### config.mk
export PLATFORM = sky130hd
export DESIGN_NAME = mood_level_integrator_flat
export DESIGN_NICKNAME = d
export VERILOG_FILES = /design/src/rtl/mood_level_integrator_pkg.sv /design/src/rtl/mood_level_integrator_if.sv /design/src/rtl/rising_edge_detect.sv /design/src/rtl/mood_level_integrator.sv /design/src/flat_wrapper.sv
export SDC_FILE = /design/constraint.sdc
export NUM_CORES = 1
export LEC_CHECK = 0
export CORE_AREA = 5 5 56 58
export CTS_BUF_LIST = sky130_fd_sc_hd__clkbuf_4 sky130_fd_sc_hd__clkbuf_8
export DETAILED_ROUTE_END_ITERATION = 10
export DIE_AREA = 0 0 61 63
export GPL_TIMING_DRIVEN = 0
export PLACE_DENSITY_LB_ADDON = 0.3
export REMOVE_ABC_BUFFERS = 1
export SLEW_MARGIN = 40
export SYNTH_ARGS = -nofsm -noshare
export SYNTH_HDL_FRONTEND = slang
export SYNTH_SLANG_ARGS = --single-unit
### constraint.sdc
create_clock -name clk -period 2.4 [get_ports clk]
set_clock_uncertainty 0.2 [all_clocks]
set_input_delay 0.36 -clock clk [delete_from_list [all_inputs] [get_ports clk]]
set_output_delay 0.36 -clock clk [all_outputs]
set_load 0.01 [all_outputs]
### src/rtl/mood_level_integrator_pkg.sv
// Shared mood encoding and helpers for the mood level integrator and its consumers.
// The display/behaviour blocks rely on this same LOW/MID/HIGH encoding.
package mood_level_integrator_pkg;

    localparam int MOOD_W = 2;

    typedef enum logic [MOOD_W-1:0] {
        MOOD_LOW  = 2'd0,
        MOOD_MID  = 2'd1,
        MOOD_HIGH = 2'd2
    } mood_e;

    // Counter width that stays legal when the count range collapses to a single value.
    function automatic int cnt_width(input int n);
        return (n > 1) ? $clog2(n) : 1;
    endfunction

endpackage

### src/rtl/mood_level_integrator_if.sv
// Stimulus inputs and level/mood outputs of the mood level integrator.
interface mood_level_integrator_if #(
    parameter int WIDTH = 8
);
    import mood_level_integrator_pkg::*;

    logic              tick;
    logic              nourish;
    logic              stress;
    logic [WIDTH-1:0]  level;
    logic [MOOD_W-1:0] mood;
    logic              mood_changed;
    logic              decay_event;

    modport master (
        output tick, nourish, stress,
        input  level, mood, mood_changed, decay_event
    );

    modport slave (
        input  tick, nourish, stress,
        output level, mood, mood_changed, decay_event
    );

endinterface

### src/rtl/rising_edge_detect.sv
// Single-cycle pulse on each 0->1 transition of a clk-synchronous level.
module rising_edge_detect (
    input  logic clk,
    input  logic rst,
    input  logic in,
    output logic pulse
);

    logic in_q;

    // History clears on reset, so an input already high at release counts as an edge.
    always_ff @(posedge clk or posedge rst) begin
        if (rst) begin
            in_q <= 1'b0;
        end else begin
            in_q <= in;
        end
    end

    assign pulse = in & ~in_q;

endmodule

### src/rtl/mood_level_integrator.sv
// Saturating, leaky integrator of nourish/stress events with a hysteretic
// three-state mood classifier on the registered level.
module mood_level_integrator
    import mood_level_integrator_pkg::*;
#(
    parameter int WIDTH       = 8,
    parameter int MAX_LEVEL   = 255,
    parameter int INIT_LEVEL  = 128,
    parameter int INC_STEP    = 16,
    parameter int DEC_STEP    = 16,
    parameter int DECAY_STEP  = 1,
    parameter int DECAY_TICKS = 4,
    parameter int TH_MID_UP   = 96,
    parameter int TH_MID_DN   = 80,
    parameter int TH_HIGH_UP  = 192,
    parameter int TH_HIGH_DN  = 176
) (
    input logic                    clk,
    input logic                    rst,
    mood_level_integrator_if.slave bus
);

    localparam int CNT_W = cnt_width(DECAY_TICKS);
    localparam int SUM_W = WIDTH + 3;

    localparam logic [CNT_W-1:0]        CNT_LAST  = CNT_W'(DECAY_TICKS - 1);
    localparam logic signed [SUM_W-1:0] INC_S     = SUM_W'(INC_STEP);
    localparam logic signed [SUM_W-1:0] DEC_S     = SUM_W'(DEC_STEP);
    localparam logic signed [SUM_W-1:0] DECAY_S   = SUM_W'(DECAY_STEP);
    localparam logic signed [SUM_W-1:0] MAX_S     = SUM_W'(MAX_LEVEL);
    localparam logic [WIDTH-1:0]        MAX_L     = WIDTH'(MAX_LEVEL);
    localparam logic [WIDTH-1:0]        INIT_L    = WIDTH'(INIT_LEVEL);
    localparam logic [WIDTH-1:0]        MID_UP_L  = WIDTH'(TH_MID_UP);
    localparam logic [WIDTH-1:0]        MID_DN_L  = WIDTH'(TH_MID_DN);
    localparam logic [WIDTH-1:0]        HIGH_UP_L = WIDTH'(TH_HIGH_UP);
    localparam logic [WIDTH-1:0]        HIGH_DN_L = WIDTH'(TH_HIGH_DN);

    function automatic logic [WIDTH-1:0] sat_level(input logic signed [SUM_W-1:0] s);
        if (s[SUM_W-1]) begin
            return '0;
        end else if (s > MAX_S) begin
            return MAX_L;
        end else begin
            return s[WIDTH-1:0];
        end
    endfunction

    logic                    inc_e_p0;
    logic                    dec_e_p0;
    logic                    decay_fire_p0;
    logic [CNT_W-1:0]        decay_cnt;
    logic signed [SUM_W-1:0] sum_p0;
    logic [WIDTH-1:0]        level_p1;
    logic                    decay_event_p1;
    mood_e                   mood_q;
    logic                    mood_changed_q;

    rising_edge_detect u_nourish_edge (
        .clk   (clk),
        .rst   (rst),
        .in    (bus.nourish),
        .pulse (inc_e_p0)
    );

    rising_edge_detect u_stress_edge (
        .clk   (clk),
        .rst   (rst),
        .in    (bus.stress),
        .pulse (dec_e_p0)
    );

    // Stage p0: tick-gated decay counter, events combined into one signed sum.
    assign decay_fire_p0 = bus.tick && (decay_cnt == CNT_LAST);

    always_ff @(posedge clk or posedge rst) begin
        if (rst) begin
            decay_cnt <= '0;
        end else if (bus.tick) begin
            decay_cnt <= decay_fire_p0 ? '0 : decay_cnt + 1'b1;
        end
    end

    always_comb begin
        sum_p0 = $signed({3'b000, level_p1});
        if (inc_e_p0) begin
            sum_p0 = sum_p0 + INC_S;
        end
        if (dec_e_p0) begin
            sum_p0 = sum_p0 - DEC_S;
        end
        if (decay_fire_p0) begin
            sum_p0 = sum_p0 - DECAY_S;
        end
    end

    // Stage p1: clamped level and the decay marker become visible together.
    always_ff @(posedge clk or posedge rst) begin
        if (rst) begin
            level_p1       <= INIT_L;
            decay_event_p1 <= 1'b0;
        end else begin
            level_p1       <= sat_level(sum_p0);
            decay_event_p1 <= decay_fire_p0;
        end
    end

    // Mood follows the registered level one cycle later, one step per cycle.
    always_ff @(posedge clk or posedge rst) begin
        if (rst) begin
            mood_q         <= MOOD_LOW;
            mood_changed_q <= 1'b0;
        end else begin
            mood_changed_q <= 1'b0;
            unique case (mood_q)
                MOOD_LOW: begin
                    if (level_p1 >= MID_UP_L) begin
                        mood_q         <= MOOD_MID;
                        mood_changed_q <= 1'b1;
                    end
                end
                MOOD_MID: begin
                    if (level_p1 < MID_DN_L) begin
                        mood_q         <= MOOD_LOW;
                        mood_changed_q <= 1'b1;
                    end else if (level_p1 >= HIGH_UP_L) begin
                        mood_q         <= MOOD_HIGH;
                        mood_changed_q <= 1'b1;
                    end
                end
                MOOD_HIGH: begin
                    if (level_p1 < HIGH_DN_L) begin
                        mood_q         <= MOOD_MID;
                        mood_changed_q <= 1'b1;
                    end
                end
                default: begin
                    mood_q         <= MOOD_LOW;
                    mood_changed_q <= 1'b1;
                end
            endcase
        end
    end

    assign bus.level        = level_p1;
    assign bus.mood         = mood_q;
    assign bus.mood_changed = mood_changed_q;
    assign bus.decay_event  = decay_event_p1;

endmodule

### src/flat_wrapper.sv
// flat-port wrapper written by rule: the top's interface ports become plain ports
module mood_level_integrator_flat import mood_level_integrator_pkg::*;
#(
    parameter int WIDTH       = 8,
    parameter int MAX_LEVEL   = 255,
    parameter int INIT_LEVEL  = 128,
    parameter int INC_STEP    = 16,
    parameter int DEC_STEP    = 16,
    parameter int DECAY_STEP  = 1,
    parameter int DECAY_TICKS = 4,
    parameter int TH_MID_UP   = 96,
    parameter int TH_MID_DN   = 80,
    parameter int TH_HIGH_UP  = 192,
    parameter int TH_HIGH_DN  = 176
)
  (clk, rst, bus_tick, bus_nourish, bus_stress, bus_level, bus_mood, bus_mood_changed, bus_decay_event);
  mood_level_integrator_if #(.WIDTH(WIDTH)) bus_i ();
  input logic clk;
  input logic rst;
  input wire logic [$bits(bus_i.tick)-1:0] bus_tick;
  input wire logic [$bits(bus_i.nourish)-1:0] bus_nourish;
  input wire logic [$bits(bus_i.stress)-1:0] bus_stress;
  output wire logic [$bits(bus_i.level)-1:0] bus_level;
  output wire logic [$bits(bus_i.mood)-1:0] bus_mood;
  output wire logic [$bits(bus_i.mood_changed)-1:0] bus_mood_changed;
  output wire logic [$bits(bus_i.decay_event)-1:0] bus_decay_event;
  assign bus_i.tick = bus_tick;
  assign bus_i.nourish = bus_nourish;
  assign bus_i.stress = bus_stress;
  assign bus_level = bus_i.level;
  assign bus_mood = bus_i.mood;
  assign bus_mood_changed = bus_i.mood_changed;
  assign bus_decay_event = bus_i.decay_event;
  mood_level_integrator #(.WIDTH(WIDTH), .MAX_LEVEL(MAX_LEVEL), .INIT_LEVEL(INIT_LEVEL), .INC_STEP(INC_STEP), .DEC_STEP(DEC_STEP), .DECAY_STEP(DECAY_STEP), .DECAY_TICKS(DECAY_TICKS), .TH_MID_UP(TH_MID_UP), .TH_MID_DN(TH_MID_DN), .TH_HIGH_UP(TH_HIGH_UP), .TH_HIGH_DN(TH_HIGH_DN)) u_core (.clk(clk), .rst(rst), .bus(bus_i));
endmodule
==> impl_metrics.ini, run 1 <==
[outcome]
status = finished, violations left
violations = setup timing

[timing]
slew_viol_final = 0
setup_viol = 8
hold_viol = 0
fin_crit_sh_pct = 107
grt_setup_unrepaired = true
min_period_ns = 2.58
worst_slew_pin_slew_ns = 0.626
max_freq_mhz = 388
slew_headroom_pct = 58.2
setup_ws_ns = -0.177

[routing]
vias = 1119
wl_met3_um = 141
wl_um = 3290
antenna_left = 0
drt_first_iter_violations = 39
drc = 0
routed-wl-met2_um = 1740
firstDrtPassIters = 4
dr.max_layer_used = met4
wl_met1_um = 1370
vias_per_cell = 5.65
routedWlPerCell_um = 16.6

[floorplan]
io_pins = 17
initial_utilization_pct = 48.8
die_w_um = 61
core-area_mm2 = 0.00262
die_y_um = 63
die_area_mm2 = 0.00384
core.rowCount = 19

[yosys]
yosys_most_used_dff = dfrtp_1
syn_inst = 131
seq_area_frac_synth_pct = 31.5
avgSynthCellArea_um2 = 9.73
ys_ff_latch = 16
netlist_area_mm2 = 0.00127
synthArstFlopShare_pct = 100
synth_edf_count = 0
ys_types = 48
ys_warn_count = 0

[clock_network]
clk_latency_ns = 0.30
tritoncts = built
cts-hold-fix-buffers = 0
path_clk_slew_ns = 0.11
cts_buffers = 3
clockRootBuffer = clkbuf_4
clkSinkCount = 16
clockBufferDepth = 2
htreeDepth = 1

[power]
pwr-share-seq_pct = 21.7
power_switching_mw = 1.03
vdd_drop_max_v = 0.00108
power_frac_clock_pct = 8.0
leakage_nw = 0.749
sw_frac_of_total_pct = 42.8
p_int_mw = 1.38
total_power_mw = 2.41
combPwrFrac_pct = 70.3
powerDensity_mw_per_mm2 = 1340

[layout]
syn2layout_area_growth_pct = 40.5
final_nets = 180
final_cell_mix = buf_4 (16), clkdlybuf4s50_1 (14), dfrtp_1 (13), nor2_1 (12), a21oi_2 (10)
final_common_cell = buf_4
diodes = 0
layout-drive-gt1-share_pct = 41.9
post-route-util_pct = 68.5

[critical_path]
timing.rr.end = u_core.bus.level[4]
rr_startpoint = u_core.bus.level[5]
cp-end-kind = flop
start_kind = flop
rrSetupSlack_ns = -0.18
worstRegToRegCells = 12
cp_max_fo = 6
path_class = reg2reg
worstPathArrival_ns = 2.55
crit_required_ns = 2.38

[grt]
antenna_found_initial = 0
groute.usage.overall_pct = 17.1
grt_overflow_total = 0
grt_pass1_wl_um = 5080
grt_pass1_vias = 1114
grt_max_degree = 17

[flow_run]
drv_cap = 0

[hold_path]
holdPathStages = 1
hp-class = in2reg
hold_path.startpoint = bus_nourish
hold_end = u_core.u_nourish_edge.in_q

[place]
dp_hpwl_um = 1970
port_buffers = 16
gp_congestion = 0.765
synth_stat cells (2+ instances only):
| cell type | count | share of area [%] |
|---|---|---|
| nand4b_1 | 2 | 1.4 |
| nor2_1 | 12 | 3.5 |
| dfrtp_1 | 15 | 29 |
| o21ai_0 | 3 | 1.2 |
| xor2_1 | 6 | 4.1 |
| nand3b_1 | 2 | 1.2 |
| o211ai_1 | 2 | 1.2 |
| nand3_1 | 2 | 0.79 |
| o21a_1 | 2 | 1.2 |
| nand2_1 | 10 | 2.9 |
| nor3_1 | 2 | 0.79 |
| nand2b_1 | 3 | 1.5 |
| o211ai_2 | 2 | 2.0 |
| a21oi_1 | 13 | 5.1 |
| xnor2_1 | 6 | 4.1 |
| buf_6 | 2 | 1.8 |
| mux2_2 | 3 | 2.6 |
| inv_1 | 8 | 2.4 |
| ha_1 | 7 | 6.9 |
layout make-up:
| class | instances | area [µm²] |
|---|---|---|
| fill | 201 | 823 |
| inverter | 8 | 32.5 |
| timing repair buffer | 35 | 329 |
| multi-input combinational | 104 | 951 |
| sequential | 16 | 404 |
| tap | 31 | 38.8 |
| clock buffer | 4 | 36.3 |
how the worst max path moves through the flow:
stage	to	slack, ns	start
5_1_grt	u_core.bus.level[5]	-0.28	u_core.bus.level[5]
4_1_cts	u_core.bus.level[1]	-0.05	u_core.bus.level[4]
3_5_place_dp	u_core.bus.level[5]	-0.87	bus_nourish
6_report	u_core.bus.level[4]	-0.18	u_core.bus.level[5]
2_1_floorplan	u_core.bus.level[0]	-0.21	u_core.bus.level[4]
3_3_place_gp	u_core.bus.level[1]	-0.77	bus_nourish
cell families after synthesis:
kind of cell,share of synthesized area (%)
adders and majority gates,6.87
buffers and inverters,4.51
DFF,31.5
AOI/OAI and AO/OA,17.6
muxes,4.51
and+or+nand+nor,23.4
xor gates and xnor gates,11.7
power groups by stage:
stage	Clock (mW)	Combinational, mW	Sequential, mW
2_1_floorplan	0	0.728	0.565
3_3_place_gp	0	1.08	0.542
3_5_place_dp	0	1.10	0.548
4_1_cts	0.194	1.55	0.521
5_1_grt	0.203	1.82	0.546
6_report	0.192	1.69	0.523
sequential cells by signal, indices dropped and copies added, names as in the netlist:
signal / cells
u_core.bus.level: 8
u_core.bus.decay_event: 1
u_core.bus.mood_changed: 1
u_core.decay_cnt: 2
u_core.bus.mood: 2
u_core.u_nourish_edge.in_q: 1
u_core.u_stress_edge.in_q: 1
metal layers:
metal	up-vias	global-route usage, %
met3	6	4.34
met2	33	30.3
met4	0	3.25
met5	-	0
met1	540	20.2
li1	540	-
worst max-delay path, stage by stage (launching register included):
cell and delay [ns]:
dfrtp_2 0.42, inv_2 0.08, ha_4 0.21, nand3b_1 0.12, o21a_1 0.20, ha_4 0.17
nand4b_1 0.16, o21ai_1 0.17, nand2_1 0.10, a21oi_2 0.22, nand3_2 0.13, o211ai_4 0.18
a21oi_2 0.09
metrics by stage:
stage | std cells | cell area, µm² | TNS [ns] | setup slack [ns] | hold slack (ns)
after floorplan | 128 | 1250 | -1.43 | -0.205 | 0.0730
after global placement | 175 | 1450 | -6.03 | -0.774 | 0.270
after detailed placement | 175 | 1450 | -6.61 | -0.867 | 0.293
after CTS | 194 | 1740 | -0.172 | -0.0466 | 0.224
after global routing | 198 | 1790 | -1.91 | -0.278 | 0.223
final | 198 | 1790 | -1.19 | -0.177 | 0.224
timing repair:
item | 4_1_cts | 5_1_grt
endpoints found under the setup margin | 8 | 8
buffers inserted | 15 | 4
pin swaps | 11 | 8
resized for setup | 32 | 5
Note: power is estimated with default switching activity, not from simulation.
==> inputs of run 2 (changes only) <==
Settings changed: SKIP_CTS_REPAIR_TIMING set to 1, TNS_END_PERCENT set to 50.
==> impl_metrics.ini, run 2 (synthesis results as in run 1) <==
[timing]
grt_setup_unrepaired = true
worst_slew_pin_slew_ns = 0.632
slew_viol_final = 0
max_freq_mhz = 365
min_period_ns = 2.74
setup_viol = 8
hold_viol = 0
fin_crit_sh_pct = 114
setup_ws_ns = -0.337
slew_headroom_pct = 57.9

[hold_path]
holdPathStages = 1
hp-class = in2reg
hold_path.startpoint = bus_nourish
hold_end = u_core.u_nourish_edge.in_q

[power]
p_int_mw = 1.28
pwr-share-seq_pct = 23.7
sw_frac_of_total_pct = 43.1
power_frac_clock_pct = 8.5
combPwrFrac_pct = 67.8
powerDensity_mw_per_mm2 = 1310
vdd_drop_max_v = 0.00117
power_switching_mw = 0.973
leakage_nw = 0.732

[critical_path]
worstRegToRegCells = 12
start_kind = flop
path_class = reg2reg
worstPathArrival_ns = 2.72
cp_max_fo = 6
rr_startpoint = u_core.bus.level[4]
cp-end-kind = flop
timing.rr.end = u_core.bus.level[0]
crit_required_ns = 2.38
rrSetupSlack_ns = -0.34

[place]
dp_hpwl_um = 1970
port_buffers = 16
dp_cells = 175
place_area_mm2 = 0.00145
gp_congestion = 0.765

[layout]
syn2layout_area_growth_pct = 35.0
layout-drive-gt1-share_pct = 33.7
largest_reg_flops = 8
final_common_cell = clkdlybuf4s50_1
final_area_mm2 = 0.00172
diodes = 0
stdcell_count = 194
final_cell_mix = clkdlybuf4s50_1 (15), dfrtp_1 (13), nor2_1 (12), buf_4 (12), nand2_1 (10)
final_nets = 176

[floorplan]
core.rowCount = 19
die_w_um = 61
io_pins = 17
initial_utilization_pct = 48.8
die_y_um = 63
core-area_mm2 = 0.00262
die_area_mm2 = 0.00384

[clock_network]
tritoncts = built
htreeDepth = 1
clockRootBuffer = clkbuf_4
path_clk_slew_ns = 0.11
clk_latency_ns = 0.30
clkSinkCount = 16
clockBufferDepth = 2
cts_buffers = 3

[routing]
wl_um = 3200
drc = 0
vias_per_cell = 5.58
drt_first_iter_violations = 47
vias = 1082
antenna_left = 0
routedWlPerCell_um = 16.5
firstDrtPassIters = 5

[outcome]
status = finished, violations left
violations = setup timing

[grt]
groute.usage.overall_pct = 14.4
grt_max_degree = 17
grt_use_met1_pct = 18.8
grt_use_met2_pct = 23.9
grt_overflow_total = 0
grt.busiest_layer = met2
grt_pass1_wl_um = 4350
use_met3_pct = 4.13
grt_pass1_vias = 987
antenna_found_initial = 0

[flow_run]
drv_cap = 0
## run 2: critical path: stages, from the launching register on
cell	delay, ns
dfrtp_2	0.44
clkinv_4	0.11
ha_4	0.24
nand3b_1	0.12
o21a_1	0.19
ha_4	0.16
nand4b_1	0.21
o21ai_1	0.19
nand2_1	0.10
a21oi_2	0.24
nand3_2	0.14
o211ai_4	0.19
a21oi_2	0.09
## run 2: routing by layer
| layer | part of all wire, % | up-vias | wire, µm |
|---|---|---|---|
| li1 | - | 526 | - |
| met1 | 42 | 514 | 1340 |
| met2 | 52 | 33 | 1680 |
| met3 | 4.7 | 9 | 150 |
| met4 | 1.1 | 0 | 34 |
| met5 | 0 | - | 0 |
## run 2: worst max path at each step
stage                          end           startpoint  slack (ns)
2_1_floorplan  u_core.bus.level[0]  u_core.bus.level[4]       -0.21
3_3_place_gp   u_core.bus.level[1]          bus_nourish       -0.77
3_5_place_dp   u_core.bus.level[5]          bus_nourish       -0.87
4_1_cts        u_core.bus.level[4]  u_core.bus.level[4]       -0.62
5_1_grt        u_core.bus.level[5]  u_core.bus.level[4]       -0.47
6_report       u_core.bus.level[0]  u_core.bus.level[4]       -0.34
## run 2: power groups by stage
stage | Sequential [mW] | Clock (mW) | Combinational [mW]
global placement | 0.542 | 0 | 1.08
CTS | 0.545 | 0.194 | 1.11
detailed placement | 0.548 | 0 | 1.10
finish | 0.535 | 0.191 | 1.53
global route | 0.556 | 0.205 | 1.65
floorplan | 0.565 | 0 | 0.728
## run 2: layout make-up
cell class	instances	area [µm²]
Inverter	8	35.0
Timing Repair Buffer	31	295
Multi-Input combinational cell	104	912
Tap cell	31	38.8
Clock buffer	4	36.3
Fill cell	205	893
Sequential cell	16	404
## run 2: metrics by stage
step | util (%) | TNS, ns | hold WS, ns | total power, mW | setup WS [ns]
3_5_place_dp | 55.3 | -6.61 | 0.293 | 1.65 | -0.867
2_1_floorplan | - | -1.43 | 0.0730 | 1.29 | -0.205
4_1_cts | 56.7 | -4.63 | 0.255 | 1.85 | -0.622
5_1_grt | 65.8 | -3.47 | 0.117 | 2.41 | -0.466
6_report | 65.8 | -2.52 | 0.122 | 2.26 | -0.337
3_3_place_gp | 55.3 | -6.03 | 0.270 | 1.63 | -0.774
